$ cat src/rtl/mc_ctrl_pkg.sv
// Shared definitions for the RV32I multicycle controller.
// Holds the 16-state encoding, RV32I base opcodes, immediate-select codes
// and the funct3 access-width codes used by the byte-enable generator.
package mc_ctrl_pkg;

  typedef enum logic [3:0] {
    StFetch   = 4'd0,
    StDecode  = 4'd1,
    StMemAddr = 4'd2,
    StMemRd   = 4'd3,
    StMemWb   = 4'd4,
    StMemWr   = 4'd5,
    StExecR   = 4'd6,
    StExecI   = 4'd7,
    StAluWb   = 4'd8,
    StBr      = 4'd9,
    StJal     = 4'd10,
    StJalr    = 4'd11,
    StLinkWb  = 4'd12,
    StUpper   = 4'd13,
    StUpperWb = 4'd14,
    StTrap    = 4'd15
  } state_e;

  localparam logic [6:0] OpLoad   = 7'b0000011;
  localparam logic [6:0] OpStore  = 7'b0100011;
  localparam logic [6:0] OpReg    = 7'b0110011;
  localparam logic [6:0] OpImm    = 7'b0010011;
  localparam logic [6:0] OpBranch = 7'b1100011;
  localparam logic [6:0] OpJal    = 7'b1101111;
  localparam logic [6:0] OpJalr   = 7'b1100111;
  localparam logic [6:0] OpLui    = 7'b0110111;
  localparam logic [6:0] OpAuipc  = 7'b0010111;

  localparam logic [2:0] ImmNone  = 3'b000;
  localparam logic [2:0] ImmU     = 3'b001;
  localparam logic [2:0] ImmJ     = 3'b010;
  localparam logic [2:0] ImmI     = 3'b011;
  localparam logic [2:0] ImmB     = 3'b100;
  localparam logic [2:0] ImmS     = 3'b101;
  localparam logic [2:0] ImmShamt = 3'b110;

  localparam logic [1:0] WidthByte = 2'b00;
  localparam logic [1:0] WidthHalf = 2'b01;
  localparam logic [1:0] WidthWord = 2'b10;

endpackage

$ cat src/rtl/mc_ctrl_fsm_be_gen.sv
// Byte-enable generator for the unified memory port.
// Ports:
//   width_i      funct3[1:0] access width (byte/half/word)
//   addr_lo_i    effective-address byte offset
//   be_o         byte enables for the access
//   misaligned_o access cannot be performed (bad alignment or reserved width)
module mc_ctrl_fsm_be_gen
  import mc_ctrl_pkg::*;
(
  input  logic [1:0] width_i,
  input  logic [1:0] addr_lo_i,
  output logic [3:0] be_o,
  output logic       misaligned_o
);

  always_comb begin
    be_o         = 4'b0000;
    misaligned_o = 1'b0;
    unique case (width_i)
      WidthByte: be_o = 4'b0001 << addr_lo_i;
      WidthHalf: begin
        be_o         = 4'b0011 << addr_lo_i;
        misaligned_o = addr_lo_i[0];
      end
      WidthWord: begin
        be_o         = 4'b1111;
        misaligned_o = |addr_lo_i;
      end
      // Width code 11 is reserved in RV32I; treat as a misaligned trap.
      default: misaligned_o = 1'b1;
    endcase
  end

endmodule

$ cat src/rtl/mc_ctrl_fsm.sv
// Multicycle control unit for RV32I: fetch, decode, execute, memory, writeback.
// Adds a variable-latency memory handshake, byte enables, trap handling and a
// retired-instruction counter.
// Ports:
//   CLK, RSTn         clock; synchronous active-low reset (forces outputs to 0)
//   opcode_i/funct3_i instruction fields from the IR
//   addr_lo_i         ALU result[1:0], effective-address byte offset
//   mem_ready_i       memory completes the current request this cycle
//   mem_req_o/mem_we_o/be_o         memory port controls
//   ir_write_o, alu_src1_o, alu_src2_o, alu_op_o, imm_sel_o   datapath controls
//   reg_write_o, mem_to_reg_o, pc_write_o, branch_o, jump_o, jal_or_jalr_o
//   illegal_o         sticky trap flag
//   state_o           current state (debug)
//   retired_cnt_o     retired-instruction count, wraps modulo 2^CNT_W
module mc_ctrl_fsm
  import mc_ctrl_pkg::*;
#(
  parameter int unsigned CNT_W    = 32,
  parameter bit          MEM_WAIT = 1'b1,
  parameter bit          TRAP_EN  = 1'b1
) (
  input  logic             CLK,
  input  logic             RSTn,
  input  logic [6:0]       opcode_i,
  input  logic [2:0]       funct3_i,
  input  logic [1:0]       addr_lo_i,
  input  logic             mem_ready_i,
  output logic             mem_req_o,
  output logic             mem_we_o,
  output logic [3:0]       be_o,
  output logic             ir_write_o,
  output logic             alu_src1_o,
  output logic             alu_src2_o,
  output logic [6:0]       alu_op_o,
  output logic [2:0]       imm_sel_o,
  output logic             reg_write_o,
  output logic             mem_to_reg_o,
  output logic             pc_write_o,
  output logic             branch_o,
  output logic             jump_o,
  output logic             jal_or_jalr_o,
  output logic             illegal_o,
  output logic [3:0]       state_o,
  output logic [CNT_W-1:0] retired_cnt_o
);

  state_e             state_q, state_d;
  logic               illegal_q;
  logic [CNT_W-1:0]   retired_q;
  logic [3:0]         be_acc;
  logic               misaligned;
  logic               ready;
  logic               is_load;

  mc_ctrl_fsm_be_gen u_be_gen (
    .width_i      (funct3_i[1:0]),
    .addr_lo_i    (addr_lo_i),
    .be_o         (be_acc),
    .misaligned_o (misaligned)
  );

  // With MEM_WAIT=0 every memory access completes in one cycle.
  assign ready   = MEM_WAIT ? mem_ready_i : 1'b1;
  assign is_load = (opcode_i == OpLoad);

  always_comb begin
    state_d       = state_q;
    mem_req_o     = 1'b0;
    mem_we_o      = 1'b0;
    be_o          = 4'b0000;
    ir_write_o    = 1'b0;
    alu_src1_o    = 1'b0;
    alu_src2_o    = 1'b0;
    alu_op_o      = opcode_i;
    imm_sel_o     = ImmNone;
    reg_write_o   = 1'b0;
    mem_to_reg_o  = 1'b0;
    pc_write_o    = 1'b0;
    branch_o      = 1'b0;
    jump_o        = 1'b0;
    jal_or_jalr_o = 1'b0;

    unique case (state_q)
      StFetch: begin
        alu_op_o   = 7'd0;
        mem_req_o  = 1'b1;
        be_o       = 4'b1111;
        ir_write_o = ready;
        if (ready) state_d = StDecode;
      end
      StDecode: begin
        alu_op_o = 7'd0;
        unique case (opcode_i)
          OpLoad, OpStore: state_d = StMemAddr;
          OpReg:           state_d = StExecR;
          OpImm:           state_d = StExecI;
          OpBranch:        state_d = StBr;
          OpJal:           state_d = StJal;
          OpJalr:          state_d = StJalr;
          OpLui, OpAuipc:  state_d = StUpper;
          default: begin
            if (TRAP_EN) begin
              state_d = StTrap;
            end else begin
              // Unknown opcode retires as a NOP.
              pc_write_o = 1'b1;
              state_d    = StFetch;
            end
          end
        endcase
      end
      StMemAddr: begin
        alu_src2_o = 1'b1;
        imm_sel_o  = is_load ? ImmI : ImmS;
        if (misaligned) begin
          if (TRAP_EN) begin
            state_d = StTrap;
          end else begin
            pc_write_o = 1'b1;
            state_d    = StFetch;
          end
        end else begin
          state_d = is_load ? StMemRd : StMemWr;
        end
      end
      StMemRd: begin
        mem_req_o = 1'b1;
        be_o      = be_acc;
        if (ready) state_d = StMemWb;
      end
      StMemWb: begin
        reg_write_o  = 1'b1;
        mem_to_reg_o = 1'b1;
        pc_write_o   = 1'b1;
        state_d      = StFetch;
      end
      StMemWr: begin
        mem_req_o  = 1'b1;
        mem_we_o   = 1'b1;
        be_o       = be_acc;
        pc_write_o = ready;
        if (ready) state_d = StFetch;
      end
      StExecR: state_d = StAluWb;
      StExecI: begin
        alu_src2_o = 1'b1;
        imm_sel_o  = (funct3_i[1:0] == 2'b01) ? ImmShamt : ImmI;
        state_d    = StAluWb;
      end
      StAluWb, StUpperWb: begin
        reg_write_o = 1'b1;
        pc_write_o  = 1'b1;
        state_d     = StFetch;
      end
      StBr: begin
        branch_o   = 1'b1;
        imm_sel_o  = ImmB;
        pc_write_o = 1'b1;
        state_d    = StFetch;
      end
      StJal: begin
        alu_src1_o = 1'b1;
        alu_src2_o = 1'b1;
        jump_o     = 1'b1;
        imm_sel_o  = ImmJ;
        state_d    = StLinkWb;
      end
      StJalr: begin
        alu_src2_o    = 1'b1;
        jump_o        = 1'b1;
        jal_or_jalr_o = 1'b1;
        imm_sel_o     = ImmI;
        state_d       = StLinkWb;
      end
      StLinkWb: begin
        jump_o        = 1'b1;
        jal_or_jalr_o = (opcode_i == OpJalr);
        reg_write_o   = 1'b1;
        pc_write_o    = 1'b1;
        state_d       = StFetch;
      end
      StUpper: begin
        alu_src1_o = 1'b1;
        alu_src2_o = 1'b1;
        imm_sel_o  = ImmU;
        state_d    = StUpperWb;
      end
      StTrap: state_d = StTrap;
      default: state_d = StFetch;
    endcase

    // Reset masks every output immediately, even mid-access.
    if (!RSTn) begin
      mem_req_o     = 1'b0;
      mem_we_o      = 1'b0;
      be_o          = 4'b0000;
      ir_write_o    = 1'b0;
      alu_src1_o    = 1'b0;
      alu_src2_o    = 1'b0;
      alu_op_o      = 7'd0;
      imm_sel_o     = ImmNone;
      reg_write_o   = 1'b0;
      mem_to_reg_o  = 1'b0;
      pc_write_o    = 1'b0;
      branch_o      = 1'b0;
      jump_o        = 1'b0;
      jal_or_jalr_o = 1'b0;
    end
  end

  always_ff @(posedge CLK) begin
    if (!RSTn) begin
      state_q   <= StFetch;
      illegal_q <= 1'b0;
      retired_q <= '0;
    end else begin
      state_q   <= state_d;
      illegal_q <= illegal_q | (state_d == StTrap);
      if (pc_write_o) retired_q <= retired_q + CNT_W'(1);
    end
  end

  assign illegal_o     = RSTn & illegal_q;
  assign state_o       = RSTn ? state_q : 4'd0;
  assign retired_cnt_o = RSTn ? retired_q : '0;

endmodule
$ cat config.mk
export PLATFORM = sky130hd
export DESIGN_NAME = mc_ctrl_fsm
export DESIGN_NICKNAME = d
export VERILOG_FILES = /design/src/rtl/mc_ctrl_pkg.sv /design/src/rtl/mc_ctrl_fsm_be_gen.sv /design/src/rtl/mc_ctrl_fsm.sv
export SDC_FILE = /design/constraint.sdc
export NUM_CORES = 1
export LEC_CHECK = 0
export BUFFER_PORTS_ARGS = -buffer_cell sky130_fd_sc_hd__buf_4
export CAP_MARGIN = 10
export CORE_MARGIN = 2
export CORE_UTILIZATION = 52
export CTS_CLUSTER_DIAMETER = 100
export DETAILED_ROUTE_END_ITERATION = 8
export PLACE_DENSITY = 0.91
export SLEW_MARGIN = 40
export SYNTH_ARGS = -nofsm -noshare
export SYNTH_HDL_FRONTEND = slang
export SYNTH_SLANG_ARGS = --single-unit
export TNS_END_PERCENT = 30
$ cat constraint.sdc
create_clock -name CLK -period 2.2 [get_ports CLK]
set_input_delay 0.44 -clock CLK [delete_from_list [all_inputs] [get_ports CLK]]
set_output_delay 0.44 -clock CLK [all_outputs]
set_load 0.005 [all_outputs]
==> results.json, run 1 <==
{
  "gr-usage-all-layers": 0.255,
  "ir_drop_mv": 0.431,
  "num_antenna_cells": 0,
  "ys_warn_count": 0,
  "reg2reg_depth": 6,
  "ctsHoldBuffers": 0,
  "cp-startpoint": "state_q[1]",
  "synth_nets": 377,
  "synth_cell_types": 57,
  "cts_made_buffers": 5,
  "r2r_setup_slack_ns": 0.14,
  "die_h_um": 75.5,
  "cpPeakStageDelay_ns": 0.43,
  "switching_share": 0.393,
  "p_leak_uw": 0.00144,
  "path_cells": "or2b_2 -> a41oi_4 -> nor2_1 -> buf_4",
  "io_buffer_count": 75,
  "start_util": 0.531,
  "rsz0062_at_grt": "false",
  "design.die.area_um2": 5700,
  "hp-start": "RSTn",
  "cp.required_ns": 1.76,
  "nNetsFinal": 456,
  "synthCells": 361,
  "grt_start_max_net_pins": 34,
  "overflow": 0,
  "cp_num_buf_inv": 1,
  "cp.arrival_ns": 1.66,
  "status": "finished, final reports clean",
  "area_growth_pct": 30.1,
  "clk_pin_slew_worst_paths_ns": 0.07,
  "wl_per_cell_um": 13.8,
  "drtPass1Iterations": 5,
  "drive_gt1_frac": 0.282,
  "drtIter0Drc": 186,
  "grt_first_pass_wirelength_um": 11300,
  "timing.rr.start": "state_q[2]",
  "io_pins": 77,
  "setup_tns_ns": 0,
  "pwr-share-clk": 0.182,
  "crit_family": "simple AND/OR/NAND/NOR gates",
  "ys_seq_area_frac": 0.278,
  "grt_pass1_vias": 2566,
  "detail-route-antenna-nets": 0,
  "syn_area_um2": 2660,
  "synth_area_per_cell_um2": 7.37,
  "finalHoldViolations": 0,
  "ys_ff_latch": 37,
  "period_share": 0.956,
  "seq_power_share": 0.327,
  "hold_depth": 3,
  "antenna_found_initial": 0,
  "maxSlewHeadroom": 0.670,
  "clockBufferDepth": 2,
  "drv_slew": 0,
  "r2r-end": "retired_q[28]",
  "start_kind": "register",
  "cp_slowest_cell": "dfxtp_2",
  "powerDensity_nw_per_um2": 717,
  "combPwrFrac": 0.490,
  "fin_crit_ns": 2.10,
  "end_kind": "output port",
  "drc": 0,
  "vias_per_cell": 5.66,
  "holdPathEnd": "state_q[2]",
  "async_flop_share": 0,
  "std_cell_rows": 26,
  "gp_routability_congestion": 0.897,
  "tightest_slew_ns": 0.492,
  "holdWs_ns": 0.479,
  "totalWireLength_um": 7030,
  "ctsRootBufferMaster": "clkbuf_8",
  "fin_worst_skew_ns": 0.00604,
  "die_w_um": 75.5,
  "hp-class": "input pin to register",
  "max_freq_mhz": 475,
  "num_vias": 2885,
  "ys.flop_type": "dfxtp_1",
  "crit_fanout": 9,
  "maxCapViolations": 0,
  "critPathKind": "register to output port",
  "p_sw_uw": 974,
  "internal_power_uw": 1510,
  "cts_tree": "done",
  "finalSetupViolCount": 0,
  "synth-edff-count": 0,
  "numPlacedInstances": 502,
  "h-tree-depth": 2,
  "clk_latency_ns": 0.29,
  "place_hpwl_um": 5190,
  "finalNonFillerCells": 510,
  "clock-sinks": 37,
  "core_area_um2": 5010
}
==> power groups by stage <==
stage,Combinational [uW],Clock [uW],Sequential [uW]
floorplan,773,0,753
global placement,1120,0,815
detailed placement,1140,0,818
CTS,1180,462,814
global route,1350,483,820
finish,1220,452,812
==> timing repair <==
item,in CTS,in global routing
resized for setup,8,6
endpoints found under the setup margin,9,9
setup buffers,0,1
==> layout make-up <==
class                      instances  area, um2
timing repair buffer              93        698
clock buffer                       6       72.6
multi-input combinational        292       1800
fill                             428       1550
clock inverter                     1       8.76
inverter                          11       41.3
sequential                        37        751
tap                               70       87.6
==> state kept, by name (all words and copies together), names as in the netlist <==
signal     flops
illegal_q      1
retired_q     32
state_q        4
==> layer usage <==
layer  GRT usage  part of all wire  vias to the layer above
li1            -                 -                     1427
met4      0.0760             0.014                        0
met5           0                 0                        -
met2       0.454              0.50                       82
met1       0.313              0.43                     1365
met3      0.0437             0.048                       11
==> synth_stat cells (all sizes together), types with 6 or more instances <==
| cell type | number | area, um2 |
|---|---|---|
| nor2 | 45 | 169 |
| and2 | 41 | 257 |
| dfxtp | 37 | 741 |
| nand2 | 31 | 116 |
| a21oi | 23 | 115 |
| o21ai | 19 | 95.1 |
| clkbuf | 14 | 52.6 |
| xnor2 | 13 | 114 |
| nor3 | 12 | 60.1 |
| inv | 11 | 41.3 |
| nand4 | 11 | 83.8 |
| nand3 | 10 | 55.1 |
| nand2b | 8 | 50.1 |
| and3 | 7 | 43.8 |
| buf | 7 | 45.0 |
| or3 | 7 | 48.8 |
| nor4 | 6 | 37.5 |
==> through the flow <==
| step | setup slack, ns | power, uW | util | area, um2 |
|---|---|---|---|---|
| finish | 0.0964 | 2480 | 0.691 | 3460 |
| floorplan | 0.220 | 1530 | - | 2660 |
| global route | 0.000720 | 2650 | 0.691 | 3460 |
| CTS | 0.0329 | 2450 | 0.688 | 3440 |
| detailed placement | 0.0250 | 1960 | 0.667 | 3340 |
| global placement | 0.0779 | 1940 | 0.667 | 3340 |
==> cells in the final DEF (no fill, tap or decap), drive strengths merged, types with 8 or more instances in the layout <==
master   n
dfxtp   37
xnor2   13
nand3   10
nor2    45
nand4   11
buf     93
nand2   31
nor3    12
a21oi   23
nand2b   8
o21ai   19
and2    41
inv     11
==> worst max-delay path by stage <==
stage / end / slack [ns] / depth (start not counted)
6_report: pc_write_o / 0.1 / 4
4_1_cts: imm_sel_o[1] / 0.03 / 7
3_3_place_gp: imm_sel_o[1] / 0.08 / 7
2_1_floorplan: be_o[2] / 0.22 / 5
5_1_grt: imm_sel_o[1] / 0.0007 / 7
3_5_place_dp: imm_sel_o[1] / 0.02 / 7
==> worst register-to-register path: stages (launching register included) <==
cell and delay, ns:
dfxtp_4 0.38, buf_4 0.17, nor3b_4 0.23, a41oi_4 0.09, or4_4 0.62, or3_1 0.37, a21oi_1 0.14
==> cells by family (layout without fill, tap and decap cells) <==
group / count (synthesis) / in the layout / synth area share
simple gates: 204 / 204 / 0.435
compound gates: 67 / 67 / 0.160
flops: 37 / 37 / 0.278
buf+inv: 32 / 111 / 0.0522
xor+xnor: 15 / 15 / 0.0494
mux: 5 / 5 / 0.0207
fa+ha+maj: 1 / 1 / 0.00470
(Power assumes the default switching activity.)
==> run 2: changes to the inputs <==
ABC_AREA = 1   (was default)
CORE_UTILIZATION = 54   (was 52)
PLACE_DENSITY = 0.92   (was 0.91)
==> run 2 against run 1 <==
  * Die area grew 7.1%
  * Critical path depth grew 4
  * Via count up 26%
  * Combinational power is essentially flat
  * Clock power grew 35%
  * Maximum frequency is 4.3% higher
  * Largest power group unchanged
==> results.json, run 2 <==
{
  "finalSetupViolCount": 0,
  "internal_power_uw": 1550,
  "wl_per_cell_um": 12.2,
  "period_share": 0.916,
  "clockBufferDepth": 2,
  "crit_fanout": 6,
  "finalHoldViolations": 0,
  "fin_crit_ns": 2.02,
  "totalWireLength_um": 8420,
  "ir_drop_mv": 0.547,
  "die_h_um": 78.2,
  "std_cell_rows": 27,
  "ys_seq_area_frac": 0.249,
  "clock-sinks": 37,
  "path_cells": "inv_2 -> nand2_2 -> nor2_2 -> inv_1 -> o21ai_0 -> a211oi_1 -> nor2_1 -> buf_4",
  "drc": 0,
  "ctsRootBufferMaster": "clkbuf_8",
  "antenna_found_initial": 0,
  "io_pins": 77,
  "maxCapViolations": 0,
  "synth-edff-count": 0,
  "synth_top_area_cell": "dfxtp_1",
  "cp.arrival_ns": 1.58,
  "design.die.area_um2": 6110,
  "fin_worst_skew_ns": 0.0132,
  "ys_warn_count": 0,
  "grt-busiest-layer": "met2",
  "syn_area_um2": 2970,
  "cts_tree": "done",
  "num_antenna_cells": 0,
  "h-tree-depth": 2,
  "rsz0062_at_grt": "false",
  "async_flop_share": 0,
  "use_met1": 0.327,
  "status": "finished, final reports clean",
  "synth_nets": 560,
  "io_buffer_count": 75,
  "overflow": 0,
  "synth_area_leaders": "dfxtp_1, nand2_1, inv_1, nor2_1, a21oi_1",
  "grtUsageMet2": 0.500,
  "start_util": 0.550,
  "core_area_um2": 5410,
  "grt_pass1_vias": 3182,
  "vias_per_cell": 5.24,
  "synthCells": 544,
  "synth.most_common_cell": "nand2_1",
  "detail-route-antenna-nets": 0,
  "cp_slowest_cell": "dfxtp_2",
  "ctsHoldBuffers": 0,
  "area_growth_pct": 26.5,
  "drv_slew": 0,
  "pwr-share-clk": 0.231,
  "top_regs": "retired_q: 32 flops, state_q: 4 flops, illegal_q: 1 flops",
  "p_total_uw": 2650,
  "drive_gt1_frac": 0.179,
  "drtPass1Iterations": 5,
  "clk_latency_ns": 0.29,
  "ys_top_cells_by_count": "nand2_1, inv_1, nor2_1",
  "max_freq_mhz": 496,
  "nNetsFinal": 635,
  "hold_depth": 2,
  "die_w_um": 78.2,
  "p_leak_uw": 0.00197,
  "tightest_slew_ns": 0.584,
  "gr-usage-all-layers": 0.279,
  "critPathKind": "register to output port",
  "switching_share": 0.413,
  "cts_made_buffers": 5,
  "clk_pin_slew_worst_paths_ns": 0.07,
  "synth_area_per_cell_um2": 5.46,
  "grt_start_max_net_pins": 49,
  "ys.flop_type": "dfxtp_1",
  "seq_power_share": 0.306,
  "hp-class": "register to register",
  "layout_common_cells": "nand2_1, inv_1, buf_4",
  "regMostFlops": "retired_q",
  "gp_routability_congestion": 0.927,
  "ys_ff_latch": 37,
  "powerDensity_nw_per_um2": 704,
  "synth_cell_types": 36,
  "setup_tns_ns": 0,
  "end_kind": "output port",
  "synth_top_area_frac": 0.249,
  "grt_first_pass_wirelength_um": 13900,
  "largest_register_ffs": 32,
  "maxSlewHeadroom": 0.608,
  "grt.met3_usage": 0.0437,
  "p_sw_uw": 1090,
  "reg2reg_depth": 7,
  "fill_cells": 485,
  "cpPeakStageDelay_ns": 0.40,
  "num_vias": 3625,
  "combPwrFrac": 0.463,
  "start_kind": "register",
  "place_hpwl_um": 6460,
  "holdWs_ns": 0.457,
  "final_common_cell": "nand2_1",
  "cp.required_ns": 1.76,
  "drtIter0Drc": 307
}
run 2: cell count changes in the layout (fill, tap and decap cells not counted), moves of 10 or more:
cell,delta
a21oi_1,+10
and2_1,-41
buf_4,-12
inv_1,+77
nand2_1,+151
nand3_1,+22
nor2_1,+35
xnor2_1,-13
run 2: final timing paths:
| kind | slack [ns] | endpoint | start |
|---|---|---|---|
| setup / recovery | 0.18 | imm_sel_o[0] | state_q[3] |
| hold / removal | 0.46 | illegal_q | illegal_q |
| setup reg to reg | 0.39 | retired_q[24] | retired_q[0] |
| hold reg to reg | 0.46 | illegal_q | illegal_q |
run 2: area by class of cell:
type,instances,area (um2),share of cell area
Multi-Input combinational cell,402,1830,0.487
Sequential cell,37,748,0.199
Timing Repair Buffer,82,628,0.167
Inverter,91,344,0.0916
Tap cell,72,90.1,0.0240
Clock buffer,7,86.3,0.0230
Clock inverter,1,30.0,0.00799
run 2: what timing repair did:
item,CTS,global route
hold endpoints to repair,0,0
resized for setup,1,10
setup endpoints to repair,3,7
setup buffers,0,0
pin swaps,0,0
run 2: through the flow:
| stage | utilization | instances | setup WS (ns) | instance area, um2 |
|---|---|---|---|---|
| 5_1_grt | 0.695 | 692 | 0.0306 | 3760 |
| 6_report | 0.695 | 692 | 0.184 | 3760 |
| 3_5_place_dp | 0.669 | 684 | 0.318 | 3620 |
| 3_3_place_gp | 0.669 | 684 | 0.325 | 3620 |
| 4_1_cts | 0.691 | 692 | 0.0379 | 3740 |
| 2_1_floorplan | - | 544 | 0.406 | 2970 |
run 2: critical path, delay by kind of cell (launching register included):
family	cells	cell delay (ns)
buffers and inverters	3	0.30
AO/OA/AOI/OAI	2	0.31
flip-flops	1	0.40
AND/OR/NAND/NOR	3	0.28
run 2: power groups by stage:
stage / clock [uW] / sequential (uW) / combinational, uW
after floorplan: 0 / 773 / 768
after global placement: 0 / 810 / 1180
after detailed placement: 0 / 811 / 1180
after CTS: 614 / 798 / 1190
after global routing: 652 / 817 / 1360
final: 612 / 809 / 1220
run 2: cells by family (layout without fill, tap and decap cells):
| logic type | Yosys count | in the layout | share of synthesized area |
|---|---|---|---|
| and+or+nand+nor | 338 | 338 | 0.485 |
| buffers and inverters | 105 | 181 | 0.139 |
| AOI/OAI and AO/OA | 56 | 56 | 0.101 |
| DFF | 37 | 37 | 0.249 |
| xor gates and xnor gates | 7 | 7 | 0.0206 |
| adders and majority gates | 1 | 1 | 0.00421 |
run 2: routing by layer:
| layer | vias to the layer above | share of wire | routed length (um) |
|---|---|---|---|
| met5 | - | 0 | 0 |
| met4 | 0 | 0.024 | 202 |
| met3 | 19 | 0.073 | 616 |
| met2 | 177 | 0.51 | 4250 |
| met1 | 1601 | 0.40 | 3340 |
| li1 | 1828 | - | - |
==> run 3: changes to the inputs <==
CORE_UTILIZATION = 45   (was 54)
PLACE_DENSITY = 0.81   (was 0.92)
==> run 3 against run 2 <==
  * Utilization is 10 points lower
  * Largest cell class unchanged
  * Critical endpoint is now be_o[1]
  * Non-clock buffer count is 2 higher
  * Largest power group unchanged
  * Sequential power hardly changed
==> results.json, run 3 (same netlist as run 2, synthesis figures left out) <==
{
  "grt_start_max_net_pins": 33,
  "numPlacedInstances": 691,
  "internal_power_uw": 1480,
  "grt_first_pass_wirelength_um": 13700,
  "crit_fanout": 6,
  "totalWireLength_um": 8270,
  "switching_share": 0.427,
  "start_kind": "register",
  "pwr-share-clk": 0.207,
  "num_antenna_cells": 0,
  "grt.met3_usage": 0.0418,
  "io_buffer_count": 75,
  "drtIter0Drc": 292,
  "start_util": 0.468,
  "use_met1": 0.269,
  "cp_num_buf_inv": 3,
  "grt-busiest-layer": "met2",
  "crit_family": "flip-flops",
  "cpMostUsedCell": "nand2_1",
  "layout_common_cells": "nand2_1, inv_1, buf_4",
  "h-tree-depth": 2,
  "place_hpwl_um": 6380,
  "clockBufferDepth": 2,
  "maxSlewHeadroom": 0.639,
  "setup_ws_ns": 0.126,
  "gp_routability_congestion": 0.915,
  "clock-sinks": 37,
  "hp-class": "register to register",
  "design_area_um2": 3760,
  "placed_cell_area_um2": 3640,
  "top_regs": "retired_q: 32 flops, state_q: 4 flops, illegal_q: 1 flops",
  "design.die.area_um2": 7270,
  "path_cells": "inv_2 -> nand2_1 -> nor2_2 -> inv_1 -> o21ai_2 -> o21a_1 -> nand2_1 -> a21oi_1 -> buf_4",
  "area_growth_pct": 26.7,
  "core_area_um2": 6350,
  "cp_slowest_cell": "dfxtp_4",
  "nNetsFinal": 637,
  "finalSetupViolCount": 0,
  "cts_tree": "done",
  "finalHoldViolations": 0,
  "finalNonFillerCells": 699,
  "drtPass1Iterations": 5,
  "grtUsageMet2": 0.411,
  "die_w_um": 85.2,
  "max_freq_mhz": 482,
  "vias_per_cell": 5.09,
  "detail-route-antenna-nets": 0,
  "powerDensity_nw_per_um2": 686,
  "std_cell_rows": 29,
  "fill_cells": 632,
  "fin_worst_skew_ns": 0.00761,
  "end_kind": "output port",
  "io_pins": 77,
  "drv_slew": 0,
  "ctsHoldBuffers": 0,
  "critPathKind": "register to output port",
  "num_vias": 3559,
  "regMostFlops": "retired_q",
  "antenna_found_initial": 0,
  "drc": 0,
  "largest_register_ffs": 32,
  "dp_slack_ns": 0.324,
  "wl_per_cell_um": 11.8,
  "cp.arrival_ns": 1.63,
  "combPwrFrac": 0.480,
  "tightest_slew_ns": 0.537,
  "drive_gt1_frac": 0.180,
  "cts_made_buffers": 5,
  "maxCapViolations": 0,
  "ir_drop_mv": 0.486,
  "final_common_cell": "nand2_1",
  "die_h_um": 85.2,
  "seq_power_share": 0.313,
  "ctsRootBufferMaster": "clkbuf_8",
  "gr-usage-all-layers": 0.229,
  "p_total_uw": 2580,
  "p_sw_uw": 1100,
  "cp.required_ns": 1.76,
  "grt_pass1_vias": 3125,
  "p_leak_uw": 0.00198,
  "clk_latency_ns": 0.30,
  "fin_crit_ns": 2.07,
  "clk_pin_slew_worst_paths_ns": 0.07,
  "period_share": 0.943,
  "holdWs_ns": 0.454,
  "overflow": 0,
  "status": "finished, final reports clean",
  "cpPeakStageDelay_ns": 0.37
}
-- run 3: area by class of cell --
type	instances	area (um2)	share of cell area
Inverter	91	344	0.0914
Tap cell	77	96.3	0.0256
Clock inverter	1	5.00	0.00133
Timing Repair Buffer	84	643	0.171
Clock buffer	7	96.3	0.0256
Multi-Input combinational cell	402	1830	0.486
Sequential cell	37	751	0.199
-- run 3: worst paths after layout --
| check | cells past startpoint | start | endpoint | slack (ns) |
|---|---|---|---|---|
| worst max-delay path | 9 | state_q[3] | be_o[1] | 0.13 |
| worst min-delay path | 2 | illegal_q | illegal_q | 0.45 |
| worst max register to register | 7 | retired_q[0] | retired_q[16] | 0.28 |
| worst min register to register | 2 | illegal_q | illegal_q | 0.45 |
-- run 3: repair_timing --
| item | CTS | global route |
|---|---|---|
| setup endpoints to repair | 3 | 7 |
| resized for setup | 1 | 10 |
| pin swaps | 0 | 1 |
| buffers inserted | 0 | 0 |
-- run 3: power groups by stage --
stage	combinational [uW]	clock (uW)	sequential, uW
2_1_floorplan	768	0	773
3_3_place_gp	1190	0	810
3_5_place_dp	1190	0	807
4_1_cts	1200	540	793
5_1_grt	1360	569	817
6_report	1240	535	809
-- run 3: stage by stage --
step	util	TNS [ns]
2_1_floorplan	-	0
4_1_cts	0.589	0
3_3_place_gp	0.573	0
3_5_place_dp	0.573	0
6_report	0.593	0
5_1_grt	0.593	-0.0230
-- run 3: worst register-to-register path: cells and delay by family (launching register included) --
family	cells	cell delay, ns
AO/OA/AOI/OAI	1	0.11
XOR/XNOR	1	0.16
flip-flops	1	0.40
AND/OR/NAND/NOR	4	0.88
adder cells (fa/ha/maj)	1	0.32
-- run 3: routing by layer --
layer | vias to the layer above | share of wire
met4 | 0 | 0.026
met2 | 139 | 0.49
met1 | 1557 | 0.42
met5 | - | 0
li1 | 1842 | -
met3 | 21 | 0.062
